<file path="src/rtl/mem_stage_pkg.sv">
// ============================================================================
// mem_stage_pkg : shared types for the memory-access stage, write-back, hazard
// Revision      : 1.0
// ============================================================================
`default_nettype none

package mem_stage_pkg;

   localparam int unsigned DATA_W_DEF  = 32;
   localparam int unsigned REG_AW_DEF  = 5;
   localparam int unsigned TIMEOUT_DEF = 16;

   typedef enum logic [1:0] {
      ST_IDLE   = 2'd0,
      ST_ACCESS = 2'd1,
      ST_RESP   = 2'd2
   } mem_state_e;

   typedef enum logic [1:0] {
      EXC_NONE     = 2'd0,
      EXC_OVERFLOW = 2'd1,
      EXC_MISALIGN = 2'd2,
      EXC_TIMEOUT  = 2'd3
   } exc_code_e;

endpackage

`default_nettype wire

</file>
<file path="src/rtl/mem_access_stage_if.sv">
// ============================================================================
// mem_access_stage_if : req/ack data-memory bus between stage and memory
// Revision            : 1.0
// ============================================================================
`default_nettype none

interface mem_access_stage_if #(
   parameter int DATA_W = 32
) ();

   logic              mem_req;
   logic              mem_we;
   logic [DATA_W-1:0] mem_addr;
   logic [DATA_W-1:0] mem_wdata;
   logic              mem_ack;
   logic [DATA_W-1:0] mem_rdata;

   modport master (
      output mem_req, mem_we, mem_addr, mem_wdata,
      input  mem_ack, mem_rdata
   );

   modport slave (
      input  mem_req, mem_we, mem_addr, mem_wdata,
      output mem_ack, mem_rdata
   );

endinterface

`default_nettype wire

</file>
<file path="src/rtl/bus_timeout_counter.sv">
// ============================================================================
// bus_timeout_counter : 8-bit wait counter, flags the cycle that reaches TIMEOUT
// Revision            : 1.0
// ============================================================================
`default_nettype none

module bus_timeout_counter #(
   parameter int TIMEOUT = 16
) (
   input  wire logic clock,
   input  wire logic reset,
   input  wire logic clear_i,
   input  wire logic enable_i,
   output logic      expired_o
);

   localparam logic [7:0] C_LIMIT = 8'(TIMEOUT);

   logic [7:0] count_q;
   logic [7:0] count_d;

   always_comb begin
      count_d = count_q;
      if (clear_i)
         count_d = '0;
      else if (enable_i)
         count_d = count_q + 8'd1;
   end

   always_ff @(posedge clock) begin
      if (reset)
         count_q <= '0;
      else
         count_q <= count_d;
   end

   // Combinational so the owner can leave its wait state on this very edge.
   assign expired_o = enable_i && !clear_i && (count_d == C_LIMIT);

endmodule

`default_nettype wire

</file>
<file path="src/rtl/mem_access_stage.sv">
// ============================================================================
// mem_access_stage : registers EX results, runs load/store bus transactions
// Revision         : 1.0
// ============================================================================
`default_nettype none

module mem_access_stage
   import mem_stage_pkg::*;
#(
   parameter int DATA_W  = 32,
   parameter int REG_AW  = 5,
   parameter int TIMEOUT = 16
) (
   input  wire logic              clock,
   input  wire logic              reset,
   input  wire logic              ex_valid,
   input  wire logic [DATA_W-1:0] alu_result,
   input  wire logic              alu_overflow,
   input  wire logic              alu_zero,
   input  wire logic [DATA_W-1:0] store_data,
   input  wire logic              mem_read,
   input  wire logic              mem_write,
   input  wire logic              reg_write,
   input  wire logic              trap_on_ovf,
   input  wire logic [REG_AW-1:0] rd,
   output logic                   freeze,
   mem_access_stage_if.master     mem_bus,
   output logic                   wb_valid,
   output logic                   wb_reg_write,
   output logic [REG_AW-1:0]      wb_rd,
   output logic [DATA_W-1:0]      wb_data,
   output logic                   wb_zero,
   output logic                   exc_valid,
   output logic [1:0]             exc_code
);

   mem_state_e        state_q,     state_d;
   logic              freeze_q,    freeze_d;
   logic              req_q,       req_d;
   logic              we_q,        we_d;
   logic [DATA_W-1:0] addr_q,      addr_d;
   logic [DATA_W-1:0] wdata_q,     wdata_d;
   logic              wb_valid_q,  wb_valid_d;
   logic              wb_rw_q,     wb_rw_d;
   logic [REG_AW-1:0] wb_rd_q,     wb_rd_d;
   logic [DATA_W-1:0] wb_data_q,   wb_data_d;
   logic              wb_zero_q,   wb_zero_d;
   logic              exc_valid_q, exc_valid_d;
   exc_code_e         exc_code_q,  exc_code_d;
   logic              rw_pend_q,   rw_pend_d;
   logic [REG_AW-1:0] rd_pend_q,   rd_pend_d;
   logic              zero_pend_q, zero_pend_d;

   logic w_in_access;
   logic w_expired;
   logic w_trap;

   assign w_in_access = (state_q == ST_ACCESS);
   assign w_trap      = alu_overflow && trap_on_ovf;

   bus_timeout_counter #(
      .TIMEOUT (TIMEOUT)
   ) u_timeout (
      .clock     (clock),
      .reset     (reset),
      .clear_i   (!w_in_access),
      .enable_i  (w_in_access && !mem_bus.mem_ack),
      .expired_o (w_expired)
   );

   always_comb begin
      state_d     = state_q;
      freeze_d    = freeze_q;
      req_d       = req_q;
      we_d        = we_q;
      addr_d      = addr_q;
      wdata_d     = wdata_q;
      wb_valid_d  = 1'b0;
      wb_rw_d     = 1'b0;
      wb_rd_d     = wb_rd_q;
      wb_data_d   = wb_data_q;
      wb_zero_d   = wb_zero_q;
      exc_valid_d = 1'b0;
      exc_code_d  = EXC_NONE;
      rw_pend_d   = rw_pend_q;
      rd_pend_d   = rd_pend_q;
      zero_pend_d = zero_pend_q;

      case (state_q)
         ST_IDLE: begin
            if (ex_valid) begin
               if ((mem_read || mem_write) && (alu_result[1:0] == 2'b00)) begin
                  state_d     = ST_ACCESS;
                  freeze_d    = 1'b1;
                  req_d       = 1'b1;
                  we_d        = mem_write;
                  addr_d      = alu_result;
                  wdata_d     = store_data;
                  rw_pend_d   = reg_write;
                  rd_pend_d   = rd;
                  zero_pend_d = alu_zero;
               end else begin
                  wb_valid_d = 1'b1;
                  wb_rd_d    = rd;
                  wb_data_d  = alu_result;
                  wb_zero_d  = alu_zero;
                  if (mem_read || mem_write) begin
                     exc_valid_d = 1'b1;
                     exc_code_d  = EXC_MISALIGN;
                  end else begin
                     wb_rw_d = reg_write && !w_trap;
                     if (w_trap) begin
                        exc_valid_d = 1'b1;
                        exc_code_d  = EXC_OVERFLOW;
                     end
                  end
               end
            end
         end

         ST_ACCESS: begin
            // An ack on the expiry cycle still completes the access normally.
            if (mem_bus.mem_ack || w_expired) begin
               state_d    = ST_RESP;
               freeze_d   = 1'b0;
               req_d      = 1'b0;
               we_d       = 1'b0;
               wb_valid_d = 1'b1;
               wb_rd_d    = rd_pend_q;
               wb_zero_d  = zero_pend_q;
               wb_data_d  = (mem_bus.mem_ack && !we_q) ? mem_bus.mem_rdata : addr_q;
               wb_rw_d    = mem_bus.mem_ack && rw_pend_q && !we_q;
               if (!mem_bus.mem_ack) begin
                  exc_valid_d = 1'b1;
                  exc_code_d  = EXC_TIMEOUT;
               end
            end
         end

         ST_RESP: state_d = ST_IDLE;

         default: state_d = ST_IDLE;
      endcase
   end

   always_ff @(posedge clock) begin
      if (reset) begin
         state_q     <= ST_IDLE;
         freeze_q    <= 1'b0;
         req_q       <= 1'b0;
         we_q        <= 1'b0;
         addr_q      <= '0;
         wdata_q     <= '0;
         wb_valid_q  <= 1'b0;
         wb_rw_q     <= 1'b0;
         wb_rd_q     <= '0;
         wb_data_q   <= '0;
         wb_zero_q   <= 1'b0;
         exc_valid_q <= 1'b0;
         exc_code_q  <= EXC_NONE;
         rw_pend_q   <= 1'b0;
         rd_pend_q   <= '0;
         zero_pend_q <= 1'b0;
      end else begin
         state_q     <= state_d;
         freeze_q    <= freeze_d;
         req_q       <= req_d;
         we_q        <= we_d;
         addr_q      <= addr_d;
         wdata_q     <= wdata_d;
         wb_valid_q  <= wb_valid_d;
         wb_rw_q     <= wb_rw_d;
         wb_rd_q     <= wb_rd_d;
         wb_data_q   <= wb_data_d;
         wb_zero_q   <= wb_zero_d;
         exc_valid_q <= exc_valid_d;
         exc_code_q  <= exc_code_d;
         rw_pend_q   <= rw_pend_d;
         rd_pend_q   <= rd_pend_d;
         zero_pend_q <= zero_pend_d;
      end
   end

   assign freeze            = freeze_q;
   assign mem_bus.mem_req   = req_q;
   assign mem_bus.mem_we    = we_q;
   assign mem_bus.mem_addr  = addr_q;
   assign mem_bus.mem_wdata = wdata_q;
   assign wb_valid          = wb_valid_q;
   assign wb_reg_write      = wb_rw_q;
   assign wb_rd             = wb_rd_q;
   assign wb_data           = wb_data_q;
   assign wb_zero           = wb_zero_q;
   assign exc_valid         = exc_valid_q;
   assign exc_code          = exc_code_q;

endmodule

`default_nettype wire

</file>
<file path="src/flat_wrapper.sv">
// flat-port wrapper written by rule: the top's interface ports become plain ports
module mem_access_stage_flat import mem_stage_pkg::*;
#(
   parameter int DATA_W  = 32,
   parameter int REG_AW  = 5,
   parameter int TIMEOUT = 16
)
  (clock, reset, ex_valid, alu_result, alu_overflow, alu_zero, store_data, mem_read, mem_write, reg_write, trap_on_ovf, rd, freeze, wb_valid, wb_reg_write, wb_rd, wb_data, wb_zero, exc_valid, exc_code, mem_bus_mem_req, mem_bus_mem_we, mem_bus_mem_addr, mem_bus_mem_wdata, mem_bus_mem_ack, mem_bus_mem_rdata);
  mem_access_stage_if #(.DATA_W(DATA_W)) mem_bus_i ();
  input  wire logic clock;
  input  wire logic reset;
  input  wire logic ex_valid;
  input  wire logic [DATA_W-1:0] alu_result;
  input  wire logic alu_overflow;
  input  wire logic alu_zero;
  input  wire logic [DATA_W-1:0] store_data;
  input  wire logic mem_read;
  input  wire logic mem_write;
  input  wire logic reg_write;
  input  wire logic trap_on_ovf;
  input  wire logic [REG_AW-1:0] rd;
  output logic freeze;
  output logic wb_valid;
  output logic wb_reg_write;
  output logic [REG_AW-1:0] wb_rd;
  output logic [DATA_W-1:0] wb_data;
  output logic wb_zero;
  output logic exc_valid;
  output logic [1:0] exc_code;
  output wire logic [$bits(mem_bus_i.mem_req)-1:0] mem_bus_mem_req;
  output wire logic [$bits(mem_bus_i.mem_we)-1:0] mem_bus_mem_we;
  output wire logic [$bits(mem_bus_i.mem_addr)-1:0] mem_bus_mem_addr;
  output wire logic [$bits(mem_bus_i.mem_wdata)-1:0] mem_bus_mem_wdata;
  input wire logic [$bits(mem_bus_i.mem_ack)-1:0] mem_bus_mem_ack;
  input wire logic [$bits(mem_bus_i.mem_rdata)-1:0] mem_bus_mem_rdata;
  assign mem_bus_mem_req = mem_bus_i.mem_req;
  assign mem_bus_mem_we = mem_bus_i.mem_we;
  assign mem_bus_mem_addr = mem_bus_i.mem_addr;
  assign mem_bus_mem_wdata = mem_bus_i.mem_wdata;
  assign mem_bus_i.mem_ack = mem_bus_mem_ack;
  assign mem_bus_i.mem_rdata = mem_bus_mem_rdata;
  mem_access_stage #(.DATA_W(DATA_W), .REG_AW(REG_AW), .TIMEOUT(TIMEOUT)) u_core (.clock(clock), .reset(reset), .ex_valid(ex_valid), .alu_result(alu_result), .alu_overflow(alu_overflow), .alu_zero(alu_zero), .store_data(store_data), .mem_read(mem_read), .mem_write(mem_write), .reg_write(reg_write), .trap_on_ovf(trap_on_ovf), .rd(rd), .freeze(freeze), .mem_bus(mem_bus_i), .wb_valid(wb_valid), .wb_reg_write(wb_reg_write), .wb_rd(wb_rd), .wb_data(wb_data), .wb_zero(wb_zero), .exc_valid(exc_valid), .exc_code(exc_code));
endmodule
</file>
<file path="config.mk">
export PLATFORM = sky130hd
export DESIGN_NAME = mem_access_stage_flat
export DESIGN_NICKNAME = d
export VERILOG_FILES = /design/src/rtl/mem_stage_pkg.sv /design/src/rtl/mem_access_stage_if.sv /design/src/rtl/bus_timeout_counter.sv /design/src/rtl/mem_access_stage.sv /design/src/flat_wrapper.sv
export SDC_FILE = /design/constraint.sdc
export NUM_CORES = 1
export LEC_CHECK = 0
export CAP_MARGIN = 20
export CELL_PAD_IN_SITES_DETAIL_PLACEMENT = 0
export CELL_PAD_IN_SITES_GLOBAL_PLACEMENT = 1
export CORE_MARGIN = 5
export CORE_UTILIZATION = 28
export CTS_CLUSTER_SIZE = 30
export DETAILED_ROUTE_END_ITERATION = 8
export HOLD_SLACK_MARGIN = 0.03
export PLACE_DENSITY = 0.87
export SLEW_MARGIN = 25
export SYNTH_ARGS = -nofsm -noshare
export SYNTH_HDL_FRONTEND = slang
export SYNTH_SLANG_ARGS = --single-unit
</file>
<file path="constraint.sdc">
create_clock -name clock -period 1.93 [get_ports clock]
set_input_delay 0.386 -clock clock [delete_from_list [all_inputs] [get_ports clock]]
set_output_delay 0.386 -clock clock [all_outputs]
set_load 0.02 [all_outputs]
</file>
# --- After elaboration in Yosys (flattened, before gate mapping) ---
# Cells that the tools add are included.
word_totals:
  elab_cells: 93
  output_inout_bits: 110
  input_bits: 111
  register_bits: 126
op_classes:
  eq_ne: 6
  n_addsub: 1
  muxes: 49
  n_reduce_logical: 21
op_table:
  columns: ["operator", "n"]
  rows:
  - ["two-way mux 32 bit", 4]
  - ["one-hot mux 32 bit (2 select lines)", 1]
  - ["two-way mux 1 bit", 22]
  - ["two-way mux 2 bit", 8]
  - ["two-way mux 8 bit", 2]
  - ["two-way mux 5 bit", 3]
  - ["one-hot mux 1 bit (2 select lines)", 6]
  - ["one-hot mux 5 bit (2 select lines)", 1]
  - ["logical AND 1 bit", 9]
  - ["adder 8 x 1 -> 8 bit (second input constant)", 1]
  - ["== test 8 x 5 -> 1 bit (second input constant)", 1]
  - ["one-hot mux 2 bit (2 select lines)", 2]
  - ["AND reduction 4 bit", 2]
  - ["!= test 2 bit (second input constant)", 3]
  - ["AND reduction 3 bit", 2]
  - ["logical NOT 2 bit", 2]
  - ["logical NOT 1 bit", 3]
  - ["== test 2 x 1 -> 1 bit (second input constant)", 1]
  - ["logical OR 1 bit", 2]
  - ["!= test 2 x 1 -> 1 bit (second input constant)", 1]
  - ["nonzero test 2 bit", 1]

# --- Depth between registers and ports, before layout ---
# Gate-level depths: netlist (run 1).
depth:
  word_depth: 9
  mapped_depth: 10
  ltp_nobuf: 7

# --- Hierarchy ---
# Synthesis (run 1) repeated with hierarchy kept, for this count alone.
hier_totals:
  cells_unflattened: 615
  area_unflattened_um2: 5185.0
by_module_without_submodules:
  columns: ["mod", "n_inst", "cells_each", "area_each_um2"]
  rows:
  - ["mem_access_stage", 1, 563, 4744.6]
  - ["bus_timeout_counter", 1, 52, 440.4]

# --- Worst setup path after synthesis (run 1) ---
# Ideal clock, no wire load.
synth_timing:
  path_kind: "input port to flip-flop"
  start: "in mem_bus_mem_ack"
  end: "reg u_core.wb_data_q[2], in the netlist u_core.wb_data[2]"
  arrival_time_ps: 1734
  setup_time_ps: 125
  slack_ps: 71
  cell_stages: 9
  cell_sequence: "buf_6 -> nand2b_4 -> or3_1 -> a21oi_2 -> o21ai_2 -> buf_6 -> buf_2 -> nand3_1 -> nand3_1"
synth_via:
  elab_chain_len: 9
  elab_cells_between_ends: 14
  cone_classes: "2 x eq/ne; 5 x mux; 7 x reduce/logical"
synth_rtl:
  columns: ["element", "line_no", "rtl"]
  rows:
  - ["start: declaration", "flat_wrapper.sv:34", "input wire logic [$bits(mem_bus_i.mem_ack)-1:0] mem_bus_mem_ack;"]
  - ["logical NOT 1 bit", "mem_access_stage.sv:67", ".enable_i (w_in_access && !mem_bus.mem_ack),"]
  - ["logical AND 1 bit", "mem_access_stage.sv:67", null]
  - ["two-way mux 8 bit", "bus_timeout_counter.sv:26", "else if (enable_i)"]
  - ["two-way mux 8 bit", "bus_timeout_counter.sv:24", "if (clear_i)"]
  - ["== test 8 x 5 -> 1 bit", "bus_timeout_counter.sv:38", "assign expired_o = enable_i && !clear_i && (count_d == C_LIMIT);"]
  - ["logical AND 1 bit", "bus_timeout_counter.sv:38", null]
  - ["logical OR 1 bit", "mem_access_stage.sv:123", "if (mem_bus.mem_ack || w_expired) begin"]
  - ["!= test 2 bit (no line)", null, null]
  - ["AND reduction 4 bit (no line)", null, null]
  - ["end signal: assignment", "mem_access_stage.sv:174", "wb_data_q <= wb_data_d;"]
  - ["end: declaration", "mem_access_stage.sv:46", "logic [DATA_W-1:0] wb_data_q, wb_data_d;"]
# Several ways; a longest one is shown, not always the timed one. The select of a mux whose other input is x is not followed.
# A chain may end at the register's enable or synchronous reset.

# --- Worst setup path in the final report (run 1) ---
layout_timing:
  start: "reg u_core.u_timeout.count_q[5]"
  end: "reg u_core.wb_rd_q[2], in the netlist u_core.wb_rd[2]"
layout_via:
  elab_chain_len: 8
layout_rtl:
  columns: ["element", "line_no", "rtl"]
  rows:
  - ["start: declaration", "bus_timeout_counter.sv:19", "logic [7:0] count_q;"]
  - ["start signal: assignment", "bus_timeout_counter.sv:34", "count_q <= count_d;"]
  - ["adder 8 x 1 -> 8 bit", "bus_timeout_counter.sv:27", "count_d = count_q + 8'd1;"]
  - ["two-way mux 8 bit (*)", "bus_timeout_counter.sv:26", null]
  - ["two-way mux 8 bit (*)", "bus_timeout_counter.sv:24", null]
  - ["== test 8 x 5 -> 1 bit (*)", "bus_timeout_counter.sv:38", null]
  - ["logical AND 1 bit (*)", "bus_timeout_counter.sv:38", null]
  - ["logical OR 1 bit (*)", "mem_access_stage.sv:123", null]
  - ["!= test 2 bit (no line) (*)", null, null]
  - ["AND reduction 4 bit (no line) (*)", null, null]
  - ["end signal: assignment", "mem_access_stage.sv:173", "wb_rd_q <= wb_rd_d;"]
  - ["end: declaration", "mem_access_stage.sv:45", "logic [REG_AW-1:0] wb_rd_q, wb_rd_d;"]
# Every way passes the cells marked *; elsewhere a longest branch is shown, timed or not.

==> results of run 1 <==
## routing by layer
metal  vias to the layer above  routed length, um  global-route usage, %
li1                       3164                  -                      -
met1                      3016               9180                   21.5
met2                       191              10500                   27.4
met3                        33               1420                   5.41
met4                         0                510                   5.50
met5                         -                  0                      0
## kinds of logic (layout without fill, tap and decap cells)
kind of cell | count (synthesis) | in the layout
and+or+nand+nor | 330 | 330
AOI/OAI and AO/OA | 197 | 197
DFF | 126 | 126
buffers and inverters | 77 | 318
muxes | 33 | 33
xor gates and xnor gates | 7 | 7
adders and majority gates | 1 | 1
## sequential cells by signal (all words and copies together), names as in the netlist
register,flops
u_core.exc_code,2
u_core.exc_valid,1
u_core.freeze,1
u_core.mem_bus.mem_addr,32
u_core.mem_bus.mem_wdata,32
u_core.mem_bus.mem_we,1
u_core.rd_pend_q,5
u_core.rw_pend_q,1
u_core.state_q,2
u_core.u_timeout.count_q,8
u_core.wb_data,32
u_core.wb_rd,5
u_core.wb_reg_write,1
u_core.wb_valid,1
u_core.wb_zero,1
u_core.zero_pend_q,1
## synth_stat cells (all sizes together)
cell type	n	share of area [%]
nand2	158	9.9
dfxtp	126	42
a21oi	77	6.5
o21ai	69	5.8
nand3	66	5.5
clkbuf	57	3.6
nor2	46	2.9
a211oi	38	4.8
mux2i	33	5.5
nor4b	32	4.7
buf	19	1.8
a311oi	6	0.88
nand2b	5	0.77
nand4	4	0.42
nor3	4	0.42
xor2	4	0.59
and2	3	0.31
or3	3	0.31
xnor2	3	0.44
a21o	2	0.38
nand3b	2	0.25
nor2b	2	0.21
o21a	2	0.25
or2	2	0.21
a41o	1	0.17
and4	1	0.15
ha	1	0.21
inv	1	0.063
nand4b	1	0.15
nor3b	1	0.21
o211ai	1	0.13
o2bb2ai	1	0.15
## where the power goes
part | internal, mW | total, mW | switching (mW)
sequential | 2.72 | 2.79 | 0.0665
clock | 1.80 | 3.00 | 1.20
combinational | 0.621 | 1.20 | 0.581
total | 5.14 | 6.99 | 1.85
## repair_timing
action,CTS,global route
cloned,0,1
resized for setup,4,19
pin swaps,1,3
setup buffers,0,2
setup endpoints to repair,29,46
## final timing paths
path,startpoint,end,slack [ps]
setup / recovery,u_core.u_timeout.count_q[5]$_SDFF_PP0_,u_core.wb_rd[2]$_SDFFE_PP0P_,10
hold / removal,reset,u_core.mem_bus.mem_addr[31]$_SDFFE_PP0P_,380
setup reg to reg,u_core.u_timeout.count_q[5]$_SDFF_PP0_,u_core.wb_rd[2]$_SDFFE_PP0P_,10
hold reg to reg,u_core.mem_bus.mem_wdata[8]$_SDFFE_PP0P_,u_core.mem_bus.mem_wdata[8]$_SDFFE_PP0P_,450
## metrics by stage
stage	cells	util, %
after floorplan	771	-
after global placement	1252	42.0
final	1287	45.2
after CTS	1284	44.7
after detailed placement	1252	42.0
after global routing	1287	45.2
## layout make-up
cell class / instances / area, um2 / area share (%)
Multi-Input combinational cell: 568 / 3200 / 33.7
Timing Repair Buffer: 285 / 2870 / 30.2
Sequential cell: 126 / 2530 / 26.6
Clock buffer: 22 / 494 / 5.20
Tap cell: 275 / 344 / 3.62
Clock inverter: 10 / 62.6 / 0.658
Inverter: 1 / 3.75 / 0.0395
==> flow_summary.toml, run 1 <==
[global_route]
grt_max_degree = 53
grt_pass1_wl_um = 33100
groute.usage.overall_pct = 16.9
grt_overflow = 0
antenna_found_initial = 0
grt_pass1_vias = 6121

[timing]
hold_viol_final = 0
layout_setup_ws_ps = 13.9
fin_crit_sh_pct = 99.3
finalSetupTns_ps = 0
finalMaxSlewViolations = 0
finClkSkew_ps = 6.03
fmax_ghz = 0.522
finalSetupViolations = 0
rsz0062_at_grt = "true"
slew_headroom_pct = 74.1
fin_hold_ws_ps = 378
fin_crit_ps = 1920
worst_slew_pin_slew_ps = 388

[synth]
syn_inst = 771
synth-seq-area-share_pct = 42.2
synthesis.area_mm2 = 0.00597
synth_xor_area_share_pct = 1.03
synth_compound_area_share_pct = 19.1
postSynthAreaPerCell_um2 = 7.75
synth_top_family_by_area = "simple AND/OR/NAND/NOR gates"
yosys.area_share.simple_pct = 26.5
ys_seq_elements = 126
synth_cell_types = 41
synth_mux_area_share_pct = 5.53
synth_nets = 883
synth-adder-area-share_pct = 0.209
synth_warnings = 0

[clock_network]
cts_made_buffers = 17
clk_pin_slew_worst_paths_ps = 50
cts_num_sinks = 126
cts_buffer_depth = 2
cts_tree = "yes"
htree_levels = 4
clk_latency_ps = 420
holdBufCountCts = 0
root_buffer = "clkbuf_16"

[power_and_ir_drop]
power_density_mw_per_mm2 = 735
vdd_drop_max_v = 0.000616
finalPower_mw = 6.99
p_leak_nw = 3.43

[floorplanning]
io_pins = 221
core-area_mm2 = 0.0210
die_h_um = 156
placement_rows = 53
die-area_mm2 = 0.0244
die_w_um = 156
start_util_pct = 28.4

[critical_path]
worstRegToRegCells = 7
crit_cells = 7
critPathMaxFanout = 8
end_kind = "flop"
path_delay_family = "compound AO/OA/AOI/OAI gates"
cp.arrival_ps = 2210
path_cells = "nand4_1, or3_4, a21oi_4, o21ai_4, buf_6, a211oi_2, a311oi_1"
critical_path.slowest_cell = "or3_4"
max_stage_delay_ps = 430
setup.worst_path.start_class = "flop"
crit_type = "flop to flop"
cp_num_buf_inv = 1
crit_required_ps = 2220

[run]
maxCapViolations = 0

[finish]
area_delta_synth_final_pct = 59.1
num_antenna_cells = 0
layout_commonest_cell = "clkdlybuf4s50_1"
layout.nets = 1111
finalInstanceArea_mm2 = 0.00950
fill_cells = 2047
drive_above_1_share_pct = 12.4
mostFrequentLayoutCells = "clkdlybuf4s50_1, nand2_1, dfxtp_1, a21oi_1, nand3_1"

[hold_path]
hold_depth = 2
hp-class = "primary input to flop"

[drt]
ant_nets = 0
vias = 6404
drt-total-wl_um = 21700
via_per_inst = 4.98
wire_per_inst_um = 16.8
drtIter0Drc = 491
firstDrtPassIters = 5
drc = 0

[status]
status = "finished clean"

[placed_design]
post-place-ws_ps = -489
dp_hpwl_um = 15400
dpl_cell_area_mm2 = 0.00884
port_buffers = 220
place.gp.congestion = 0.809
Note: power is estimated with default switching activity, not from simulation.
==> inputs of run 2 (changes only) <==
Clock period 1.93 ns to 1.6 ns, I/O delays scaled along.
==> run 2 against run 1 <==
Effect of this change:
- the run now ends with negative setup slack left
- non-clock buffer count grew 36
- count of clock-buffer cells in the layout shrank 4
- first-iteration DRC count shrank 17%
- wire length grew 12%
- register-to-register slack lost 290 ps
- critical path depth is the same
- core utilization grew 6.1 points
- power grew 24%
- clock skew grew 1.1 ps
- critical path type unchanged
==> flow_summary.toml, run 2 (synthesis results as in run 1) <==
[status]
status = "complete, but fails checks"
violations = "negative setup slack"

[timing]
fin_hold_ws_ps = 384
fin_crit_sh_pct = 117
finClkSkew_ps = 7.12
slew_headroom_pct = 63.4
finalSetupViolations = 117
rsz0062_at_grt = "true"
hold_viol_final = 0
fin_crit_ps = 1880
finalMaxSlewViolations = 0
worst_slew_pin_slew_ps = 549
fmax_ghz = 0.533
layout_setup_ws_ps = -277

[hold_path]
min_from = "reset"
hp-class = "primary input to flop"

[placed_design]
port_buffers = 220
dpl_cell_area_mm2 = 0.00902
place.gp.congestion = 0.766
dp_hpwl_um = 14800

[critical_path]
cp.arrival_ps = 2160
crit_required_ps = 1890
cp-startpoint = "u_core.u_timeout.count_q[4]$_SDFF_PP0_"
crit_type = "flop to flop"
setup.worst_path.start_class = "flop"
end_kind = "flop"
critPathMaxFanout = 23
path_delay_family = "simple AND/OR/NAND/NOR gates"
cp_num_buf_inv = 1
worstReg2RegStart = "u_core.u_timeout.count_q[4]$_SDFF_PP0_"
critical_path.slowest_cell = "dfxtp_4"
path_cells = "nand4_1, nor3_1, nand3_2, o21a_2, buf_12, o21ai_1, nand3_1"
max_stage_delay_ps = 380

[clock_network]
root_buffer = "clkbuf_16"
cts_tree = "yes"
clk_pin_slew_worst_paths_ps = 60
cts_buffer_depth = 2
cts_num_sinks = 126
cts_made_buffers = 17
holdBufCountCts = 0
htree_levels = 4
clk_latency_ps = 420

[power_and_ir_drop]
power_density_mw_per_mm2 = 804
vdd_drop_max_v = 0.000670
p_leak_nw = 4.57
finalPower_mw = 8.67
p_clk_share_pct = 42.6
p_sw_mw = 2.45
combPwrFrac_pct = 18.8
p_int_mw = 6.22
power.share.sequential_pct = 38.6
switching_share_pct = 28.3

[global_route]
groute.usage.overall_pct = 17.4
grt_max_degree = 47
antenna_found_initial = 0
grt_overflow = 0
grt_pass1_vias = 6310
grt_pass1_wl_um = 33700

[drt]
vias = 6677
drtIter0Drc = 409
drt-total-wl_um = 24200
ant_nets = 0
drc = 0
wire_per_inst_um = 18.3
firstDrtPassIters = 5
via_per_inst = 5.05

[run]
maxCapViolations = 0

[floorplanning]
start_util_pct = 28.4
placement_rows = 53
io_pins = 221
die_h_um = 156
die_w_um = 156
core-area_mm2 = 0.0210
die-area_mm2 = 0.0244

[finish]
layout.nets = 1148
num_antenna_cells = 0
fill_cells = 1947
drive_above_1_share_pct = 30.5
multi_input_area_mm2 = 0.00402
area_delta_synth_final_pct = 80.5
ff_latch_area_mm2 = 0.00254
finalInstanceArea_mm2 = 0.0108
layout_commonest_cell = "dfxtp_1"
mostFrequentLayoutCells = "dfxtp_1, clkdlybuf4s50_1, dlygate4sd2_1, nand2_1, a21oi_2"
## run 2: changes by cell type in the layout (fill, tap and decap cells not counted), moves of 22 or more
cell | previous run | this run
nand2_1 | 157 | 96
clkdlybuf4s50_1 | 218 | 109
o21ai_0 | 56 | 34
nand2_4 | 0 | 39
a21oi_2 | 0 | 61
dlygate4sd2_1 | 0 | 109
a21oi_1 | 76 | 14
## run 2: worst register-to-register path: cells and delay by family (launching register included)
kind	cells	cell delay, ps
AOI/OAI and AO/OA	2	370
buffers and inverters	1	180
and+or+nand+nor	4	830
DFF	1	380
## run 2: power by group through the flow
stage	Clock [mW]	Sequential [mW]	Combinational [mW]
CTS	3.78	3.34	1.45
floorplan	0	3.58	0.497
global placement	0	3.42	1.47
global route	3.91	3.36	1.73
finish	3.70	3.34	1.63
detailed placement	0	3.42	1.48
## run 2: layer usage
| metal | track usage (%) | wire [um] | vias up |
|---|---|---|---|
| met5 | 0 | 0 | - |
| met4 | 5.75 | 516 | 0 |
| met3 | 5.91 | 1840 | 31 |
| met2 | 28.0 | 11900 | 207 |
| met1 | 21.9 | 9930 | 3184 |
| li1 | - | - | 3255 |
## run 2: path summary, 6_finish.rpt
kind | end | depth (start not counted) | slack, ps
max reg2reg | u_core.wb_data[19]$_SDFFE_PP0P_ | 7 | -280
min reg2reg | u_core.mem_bus.mem_wdata[13]$_SDFFE_PP0P_ | 2 | 450
max | u_core.wb_data[19]$_SDFFE_PP0P_ | 7 | -280
min | u_core.mem_bus.mem_addr[3]$_SDFFE_PP0P_ | 2 | 380
## run 2: through the flow
step | instances | util (%) | setup TNS (ps) | worst slack (ps)
after floorplan | 771 | - | -3390 | -95.0
after global placement | 1263 | 42.9 | -55300 | -611
after detailed placement | 1263 | 42.9 | -60610 | -699
after CTS | 1306 | 46.4 | -8070 | -244
after global routing | 1323 | 51.3 | -27440 | -367
final | 1323 | 51.3 | -19250 | -277
## run 2: area by class of cell
type	instances	share of cell area [%]
inverters	1	0.0348
repair buffers	321	30.8
well taps	275	3.19
multi-input cells	569	37.2
clock buffers	18	4.07
clock inverters	13	1.09
flip-flops and latches	126	23.6
## run 2: repair_timing
item	in CTS	in global routing
setup endpoints to repair	225	118
buffers inserted	7	6
hold endpoints to repair	0	0
pin swaps	22	87
resized for setup	177	197
gates cloned	5	11
